[src/rtl/mips_pkg.sv]
// Shared constants and FSM encoding for the sequential divider.
package mips_pkg;

  localparam int WIDTH = 32;

  // Quotient returned when the divisor is zero.
  localparam logic [WIDTH-1:0] DIV0_QUOTIENT = '1;

  typedef enum logic [1:0] {
    ST_IDLE = 2'd0,
    ST_CALC = 2'd1,
    ST_FIX  = 2'd2
  } div_state_t;

endpackage : mips_pkg

[src/rtl/cond_negate32.sv]
// Conditional two's-complement negation: o = neg ? -i : i.
module cond_negate32
  import mips_pkg::*;
(
  input  logic [WIDTH-1:0] i_val,
  input  logic             i_neg,
  output logic [WIDTH-1:0] o_val
);

  // Invert every bit under control of i_neg, then add i_neg to complete the negation.
  assign o_val = (i_val ^ {WIDTH{i_neg}}) + WIDTH'(i_neg);

endmodule : cond_negate32

[src/rtl/div32_seq.sv]
// Sequential restoring divider (signed/unsigned), fixed 33-cycle latency.
// Operands are converted to magnitudes on accept, 32 restoring steps run in
// CALC, and FIX restores the result signs and registers the outputs.
module div32_seq #(
  parameter int WIDTH = 32,
  parameter int ITER  = WIDTH
) (
  input  logic             clk,
  input  logic             rst_n,
  input  logic             start,
  input  logic             is_signed,
  input  logic [WIDTH-1:0] dividend,
  input  logic [WIDTH-1:0] divisor,
  output logic             busy,
  output logic             done,
  output logic [WIDTH-1:0] quotient,
  output logic [WIDTH-1:0] remainder,
  output logic             div_by_zero
);

  import mips_pkg::*;

  // Counter value on the final restoring step.
  localparam logic [5:0] LAST_STEP = 6'(ITER - 1);

  div_state_t           r_state;
  logic [2*WIDTH-1:0]   r_acc;      // {partial remainder, dividend/quotient bits}
  logic [WIDTH-1:0]     r_dv_mag;
  logic                 r_q_neg;
  logic                 r_r_neg;
  logic                 r_zero;
  logic [5:0]           r_cnt;

  logic [WIDTH-1:0]     w_dd_mag;
  logic [WIDTH-1:0]     w_dv_mag;
  logic [WIDTH:0]       w_diff;
  logic                 w_fits;
  logic [2*WIDTH-1:0]   w_acc_next;
  logic [WIDTH-1:0]     w_quo_fix;
  logic [WIDTH-1:0]     w_rem_fix;
  logic                 w_dd_neg;
  logic                 w_dv_neg;

  assign w_dd_neg = is_signed & dividend[WIDTH-1];
  assign w_dv_neg = is_signed & divisor[WIDTH-1];

  // Operand magnitudes, formed from the live inputs and captured on accept.
  cond_negate32 u_neg_dd (.i_val(dividend), .i_neg(w_dd_neg), .o_val(w_dd_mag));
  cond_negate32 u_neg_dv (.i_val(divisor),  .i_neg(w_dv_neg), .o_val(w_dv_mag));

  // One restoring step. The shifted remainder is 33 bits wide: its top bit
  // (r_acc MSB) set means it certainly exceeds the divisor, otherwise the
  // 33-bit subtractor's borrow decides. The low 32 difference bits are exact
  // whenever the step is taken because the new remainder is below the divisor.
  assign w_diff     = {1'b0, r_acc[2*WIDTH-2:WIDTH-1]} - {1'b0, r_dv_mag};
  assign w_fits     = r_acc[2*WIDTH-1] | ~w_diff[WIDTH];
  assign w_acc_next = w_fits ? {w_diff[WIDTH-1:0], r_acc[WIDTH-2:0], 1'b1}
                             : {r_acc[2*WIDTH-2:0], 1'b0};

  // Sign restoration; a zero magnitude is never negated.
  cond_negate32 u_neg_q (
    .i_val(r_acc[WIDTH-1:0]),
    .i_neg(r_q_neg & (|r_acc[WIDTH-1:0])),
    .o_val(w_quo_fix)
  );
  cond_negate32 u_neg_r (
    .i_val(r_acc[2*WIDTH-1:WIDTH]),
    .i_neg(r_r_neg & (|r_acc[2*WIDTH-1:WIDTH])),
    .o_val(w_rem_fix)
  );

  // Control FSM and datapath registers with registered outputs.
  // NOTE: every register here, including the wide datapath, is cleared by the
  // async reset so an aborted divide leaves no stale state behind.
  always_ff @(posedge clk or negedge rst_n) begin
    if (!rst_n) begin
      r_state     <= ST_IDLE;
      r_acc       <= '0;
      r_dv_mag    <= '0;
      r_q_neg     <= 1'b0;
      r_r_neg     <= 1'b0;
      r_zero      <= 1'b0;
      r_cnt       <= '0;
      busy        <= 1'b0;
      done        <= 1'b0;
      quotient    <= '0;
      remainder   <= '0;
      div_by_zero <= 1'b0;
    end else begin
      // NOTE: non-blocking assignments so every register samples pre-edge values.
      done <= 1'b0;
      unique case (r_state)
        ST_IDLE: begin
          if (start) begin
            r_acc    <= {{WIDTH{1'b0}}, w_dd_mag};
            r_dv_mag <= w_dv_mag;
            r_zero   <= (divisor == '0);
            // Divide-by-zero keeps an all-ones quotient, so its sign is forced positive;
            // the remainder path alone recreates the raw dividend.
            r_q_neg  <= (w_dd_neg ^ w_dv_neg) & (divisor != '0);
            r_r_neg  <= w_dd_neg;
            r_cnt    <= '0;
            busy     <= 1'b1;
            r_state  <= ST_CALC;
          end
        end
        ST_CALC: begin
          r_acc <= w_acc_next;
          r_cnt <= r_cnt + 6'd1;
          if (r_cnt == LAST_STEP) begin
            r_state <= ST_FIX;
          end
        end
        ST_FIX: begin
          quotient    <= r_zero ? DIV0_QUOTIENT : w_quo_fix;
          remainder   <= w_rem_fix;
          div_by_zero <= r_zero;
          done        <= 1'b1;
          busy        <= 1'b0;
          r_state     <= ST_IDLE;
        end
        default: begin
          r_state <= ST_IDLE;
          busy    <= 1'b0;
        end
      endcase
    end
  end

endmodule : div32_seq

[config.mk]
export PLATFORM = sky130hd
export DESIGN_NAME = div32_seq
export DESIGN_NICKNAME = d
export VERILOG_FILES = /design/src/rtl/mips_pkg.sv /design/src/rtl/cond_negate32.sv /design/src/rtl/div32_seq.sv
export SDC_FILE = /design/constraint.sdc
export NUM_CORES = 1
export LEC_CHECK = 0
export ABC_CLOCK_PERIOD_IN_PS = 5920
export CAP_MARGIN = 20
export CELL_PAD_IN_SITES_DETAIL_PLACEMENT = 0
export CELL_PAD_IN_SITES_GLOBAL_PLACEMENT = 1
export CORE_MARGIN = 2
export CORE_UTILIZATION = 35
export DETAILED_ROUTE_END_ITERATION = 10
export PLACE_DENSITY_LB_ADDON = 0.12
export SLEW_MARGIN = 10
export SYNTH_ARGS = -nofsm -noshare
export SYNTH_HDL_FRONTEND = slang
export SYNTH_SLANG_ARGS = --single-unit
[constraint.sdc]
create_clock -name clk -period 5.92 [get_ports clk]
set_input_delay 1.184 -clock clk [delete_from_list [all_inputs] [get_ports clk]]
set_output_delay 1.184 -clock clk [all_outputs]
set_load 0.02 [all_outputs]
==> results.yml <==
status:
  status: "finished clean"
die:
  ioPinCount: 135
  fp-row-count: 72
  core_um2: 38600
  die_x_um: 201
  dieArea_um2: 40500
  die_height_um: 201
  initial_utilization_pct: 35.3
synthesis:
  syn_area_um2: 13600
  synth-seq-cells: 174
  synth_top_cell_by_area: "dfrtp_1"
  synth_fa_ha_area_share_pct: 3.82
  synth_xor_xnor_area_share_pct: 12.1
  ys_seq_area_share_pct: 32.0
  synth_edf_count: 0
  yosysWarnings: 0
  syn_avg_cell_area_um2: 7.93
  ys_async_sr_fraction_pct: 100
  yosysMostFrequentCell: "nand2_1"
  synth_ff_type: "dfrtp_1"
  synth.distinct_cells: 87
  synth_common_cells: "nand2_1, dfrtp_1, xnor2_1, nor2_1, a21oi_1"
  synth_top_family_by_area: "compound AO/OA/AOI/OAI gates"
  synth_nets: 1827
  ys_top_cells_by_area: "dfrtp_1, xnor2_1, nand2_1, a21oi_1, o21ai_0"
  yosysTopAreaCellShare_pct: 32.0
  synth_compound_area_share_pct: 23.0
  synth_mux_area_share_pct: 2.32
  syn_inst: 1718
  synthSimpleGateAreaFrac_pct: 20.9
job:
  cap_violations: 0
clocking:
  htree_num_levels: 4
  clk_pin_slew_worst_paths_ns: 0.08
  cts_resized: 0
  cts_made_buffers: 17
  cts_hold_buffers: 0
  cts_tree: "done"
  root_buffer: "clkbuf_16"
  clockBufferDepth: 2
  postCtsSetupRepairBufs: 0
  clock_sinks: 174
  clk_latency_ns: 0.45
power_and_ir_drop:
  p_leak_nw: 6.25
  ir_drop_mv: 0.227
  p_per_area_nw_per_um2: 522
  power.total_mw: 8.30
layout:
  nets: 1875
  n_antenna_cell: 0
  area_delta_synth_final_pct: 16.7
  drive_above_1_share_pct: 5.00
global_routing:
  grt_pass1_vias: 11600
  track_usage_pct: 20.4
  antenna_found_initial: 1
  grt_pass1_wl_um: 66700
  grt_max_degree: 175
  grt_overflow: 0
timing:
  final-hold-violation-count: 0
  fin_crit_ns: 4.39
  clock-skew-final_ns: 0.0132
  fmax_ghz: 0.228
  rsz0062_at_grt: "false"
  setup_violations: 0
  slew_headroom_pct: 34.4
  tightest_slew_ns: 0.985
  fin_tns_setup_ns: 0
  final_max_slew_viol_count: 0
  fin_crit_sh_pct: 74.1
critical_path:
  r2r_slack_ns: 1.98
  worstSetupPathType: "primary input to flop"
  cp_max_fo: 32
  arrival_ns: 4.69
  crit_path_end_kind: "flop"
  start_kind: "primary input"
  crit_required_ns: 6.23
detailed_routing:
  wirelength_um: 41400
  vias: 12500
  drc: 0
  detail_route.wl_per_cell_um: 18.0
  vias_per_cell: 5.42
  drt_iter0_markers: 913
  antenna_left: 0
  firstDrtPassIters: 5
place:
  place_hpwl_um: 31000
  io_buffers: 134
  gp_congestion: 0.838
hold_path:
  hp-class: "flop to flop"
[registers in the layout, indices dropped and copies added (netlist names)]
| register | count |
|---|---|
| remainder | 32 |
| r_zero | 1 |
| r_cnt | 6 |
| done | 1 |
| quotient | 32 |
| r_state | 2 |
| div_by_zero | 1 |
| busy | 1 |
| r_acc | 64 |
| r_q_neg | 1 |
| r_r_neg | 1 |
| r_dv_mag | 32 |
[cell usage in the layout, fill, tap and decap left out, types with 10 or more instances in the layout]
| master | n |
|---|---|
| nand2b_1 | 13 |
| ha_1 | 40 |
| a22oi_1 | 27 |
| nor2_1 | 132 |
| mux2i_1 | 26 |
| and3_1 | 16 |
| o22ai_1 | 30 |
| o21ai_0 | 107 |
| nand2_1 | 189 |
| o31ai_1 | 14 |
| nand4_1 | 24 |
| xnor2_1 | 143 |
| nor3_1 | 47 |
| a31oi_1 | 25 |
| nand3_1 | 44 |
| clkdlybuf4s50_1 | 133 |
| dfrtp_1 | 174 |
| a21oi_1 | 130 |
| a21o_1 | 16 |
| xor2_1 | 45 |
| or3_1 | 16 |
| o211ai_1 | 10 |
| o21ai_1 | 52 |
| nor4_1 | 24 |
| inv_1 | 70 |
| clkbuf_16 | 17 |
| buf_4 | 20 |
| nor2b_1 | 12 |
[stage by stage]
stage          setup slack (ns)  utilization, %  hold slack (ns)  area (um^2)  cells
3_5_place_dp               1.07            39.6            0.466        15300   2265
3_3_place_gp               1.16            39.6            0.453        15300   2265
4_1_cts                    1.55            41.2            0.484        15900   2297
2_1_floorplan              1.69               -            0.450        13600   1718
5_1_grt                    1.17            41.2            0.509        15900   2297
6_report                   1.53            41.2            0.474        15900   2297
[power breakdown]
part | switching [mW] | total [mW] | internal (mW)
registers | 0.752 | 2.36 | 1.61
clock network | 0.558 | 1.21 | 0.647
logic | 2.70 | 4.73 | 2.03
total | 4.01 | 8.30 | 4.29
[path summary, 6_finish.rpt]
kind | startpoint | endpoint | cells past startpoint
max reg2reg | r_acc[5] | quotient[28] | 13
min reg2reg | quotient[0] | quotient[0] | 2
max | is_signed | r_acc[18] | 12
min | quotient[0] | quotient[0] | 2
min in group asynchronous | rst_n | r_dv_mag[7] | 2
max in group asynchronous | rst_n | remainder[21] | 2
[cells by family after synthesis]
logic type | count (synthesis)
AO/OA/AOI/OAI | 503
multiplexers | 31
adder cells (fa/ha/maj) | 41
AND/OR/NAND/NOR | 582
XOR/XNOR | 188
buffers and inverters | 199
flip-flops | 174
[layout make-up]
| cell class | instances | area, um^2 |
|---|---|---|
| clock inverter | 15 | 195 |
| timing repair buffer | 155 | 1510 |
| multi-input combinational | 1345 | 8490 |
| tap | 518 | 648 |
| clock buffer | 17 | 425 |
| fill | 4091 | 22700 |
| inverter | 73 | 274 |
| sequential | 174 | 4350 |
[critical path: stages]
cell	delay (ns)
clkdlybuf4s50_1	0.76
nand2_2	0.10
inv_2	0.47
ha_1	0.36
ha_1	0.25
o21ai_1	0.20
nor2_1	0.32
nand2_1	0.16
or4_1	0.42
a22oi_1	0.18
xor2_1	0.18
a21oi_1	0.09
[routing by layer]
metal | up-vias | GRT usage [%] | wire length (um)
met5 | - | 0 | 13
met3 | 23 | 2.46 | 1610
met2 | 281 | 28.3 | 16700
met4 | 2 | 3.49 | 300
met1 | 5879 | 33.5 | 22700
li1 | 6268 | - | -
No activity file was read; power rests on OpenSTA's default activity.
==> edit (same settings) <==
`WIDTH` is set to 32 in 2 places; all go to 48.
--- a/src/rtl/mips_pkg.sv
+++ b/src/rtl/mips_pkg.sv
@@ -2,5 +2,5 @@
 package mips_pkg;
 
-  localparam int WIDTH = 32;
+  localparam int WIDTH = 48;
 
   // Quotient returned when the divisor is zero.
--- a/src/rtl/div32_seq.sv
+++ b/src/rtl/div32_seq.sv
@@ -3,5 +3,5 @@
 // CALC, and FIX restores the result signs and registers the outputs.
 module div32_seq #(
-  parameter int WIDTH = 32,
+  parameter int WIDTH = 48,
   parameter int ITER  = WIDTH
 ) (
Interface: changed (resized dividend, divisor, quotient and remainder); port bits go from 135 to 199. No check against the original RTL was run, so the function may have changed too.
==> edit against the original RTL <==
  * Setup slack got worse by 0.63 ns
  * Cell area is 52% higher
  * Total power is 54% higher
  * Sequential cell count rose by 80
  * Routed wire length rose by 69%
  * Global-route usage grew 2.1 points
  * Via count is 56% higher
  * Synthesized area up 50%
  * Sequential power rose by 40%
  * First-iteration DRC count up 57%
  * Largest power group unchanged
==> edit: results (changes against the original RTL) <==
<table>
<tr><th>Metric</th><th>Value</th></tr>
<tr><th colspan="2">Routing</th></tr>
<tr><td>Uppermost layer routed</td><td>met4</td></tr>
<tr><td>Met3 Routed Length</td><td>4090 um (+150%)</td></tr>
<tr><td>Post-detailed-route via-to-cell ratio</td><td>5.58 (+2.9%)</td></tr>
<tr><td>Number of DRC markers after the initial detailed-route iteration</td><td>1,430 (+57%)</td></tr>
<tr><td>WL met2</td><td>28,500 um (+71%)</td></tr>
<tr><th colspan="2">Run status</th></tr>
<tr><td>Result of the run</td><td>complete, no violations</td></tr>
<tr><th colspan="2">Clocking</th></tr>
<tr><td>CTS HTree Levels</td><td>1 (-3)</td></tr>
<tr><td>Clock slew at reported path FFs</td><td>0.06 ns (-0.02 ns)</td></tr>
<tr><td>Clk buf depth</td><td>3 (+1)</td></tr>
<tr><th colspan="2">Finish</th></tr>
<tr><td>Largest register FFs</td><td>96 (+50%)</td></tr>
<tr><td>Final Net Count</td><td>2,852 (+52%)</td></tr>
<tr><th colspan="2">Logic synthesis</th></tr>
<tr><td>Proportion of synthesized area in mux cells</td><td>0.0277 (+0.00451)</td></tr>
<tr><td>Unique cell type count in the Yosys netlist</td><td>96 (+10%)</td></tr>
<tr><td>Share of the synthesized area in compound gates (AO/OA/AOI/OAI)</td><td>0.229 (-0.000863)</td></tr>
<tr><td>Fraction of synthesized cell area in xor and xnor cells</td><td>0.130 (+0.00869)</td></tr>
<tr><th colspan="2">Worst setup path</th></tr>
<tr><td>Critical path launch point</td><td>r_acc[15]$_DFFE_PN0P_</td></tr>
<tr><td>Cell with the biggest individual delay on the critical path</td><td>sky130_fd_sc_hd__or4_1</td></tr>
<tr><td>Crit path max-delay family</td><td>simple AND/OR/NAND/NOR gates</td></tr>
<tr><th colspan="2">STA</th></tr>
<tr><td>Worst hold margin</td><td>0.476 ns (+0.00210 ns)</td></tr>
<tr><th colspan="2">Min path</th></tr>
<tr><td>Hold Path Origin</td><td>remainder[25]$_DFFE_PN0P_</td></tr>
<tr><td>Endpoint of the worst hold path</td><td>remainder[25]$_DFFE_PN0P_</td></tr>
<tr><th colspan="2">Placement</th></tr>
<tr><td>Setup slack after placement</td><td>0.583 ns (-0.486 ns)</td></tr>
<tr><td>Final HPWL DP</td><td>53,500 um (+73%)</td></tr>
<tr><td>Placed Cells incl. Taps</td><td>3,429 (+51%)</td></tr>
<tr><th colspan="2">Global routing</th></tr>
<tr><td>Initial antenna violation count</td><td>0 (-1)</td></tr>
</table>
edit: logic make-up (layout without fill, tap and decap cells):
logic type	Yosys count	in the layout
adders and majority gates	57	57
AOI/OAI and AO/OA	756	756
and+or+nand+nor	888	888
xor gates and xnor gates	302	302
buffers and inverters	302	404
muxes	55	55
DFF	254	254
edit: power by group through the flow:
stage          combinational, mW  sequential, mW  clock, mW
3_3_place_gp                7.38            3.28          0
3_5_place_dp                7.44            3.31          0
2_1_floorplan               5.76            2.77          0
4_1_cts                     7.47            3.27       2.05
5_1_grt                     8.31            3.40       2.12
6_report                    7.50            3.30       1.99
edit: cell type report:
cell class,instances,area (sq um)
fillers,5933,33600
multi-input cells,2058,13000
flip-flops and latches,254,6360
repair buffers,254,2420
well taps,765,957
clock buffers,43,878
inverters,98,368
clock inverters,9,173
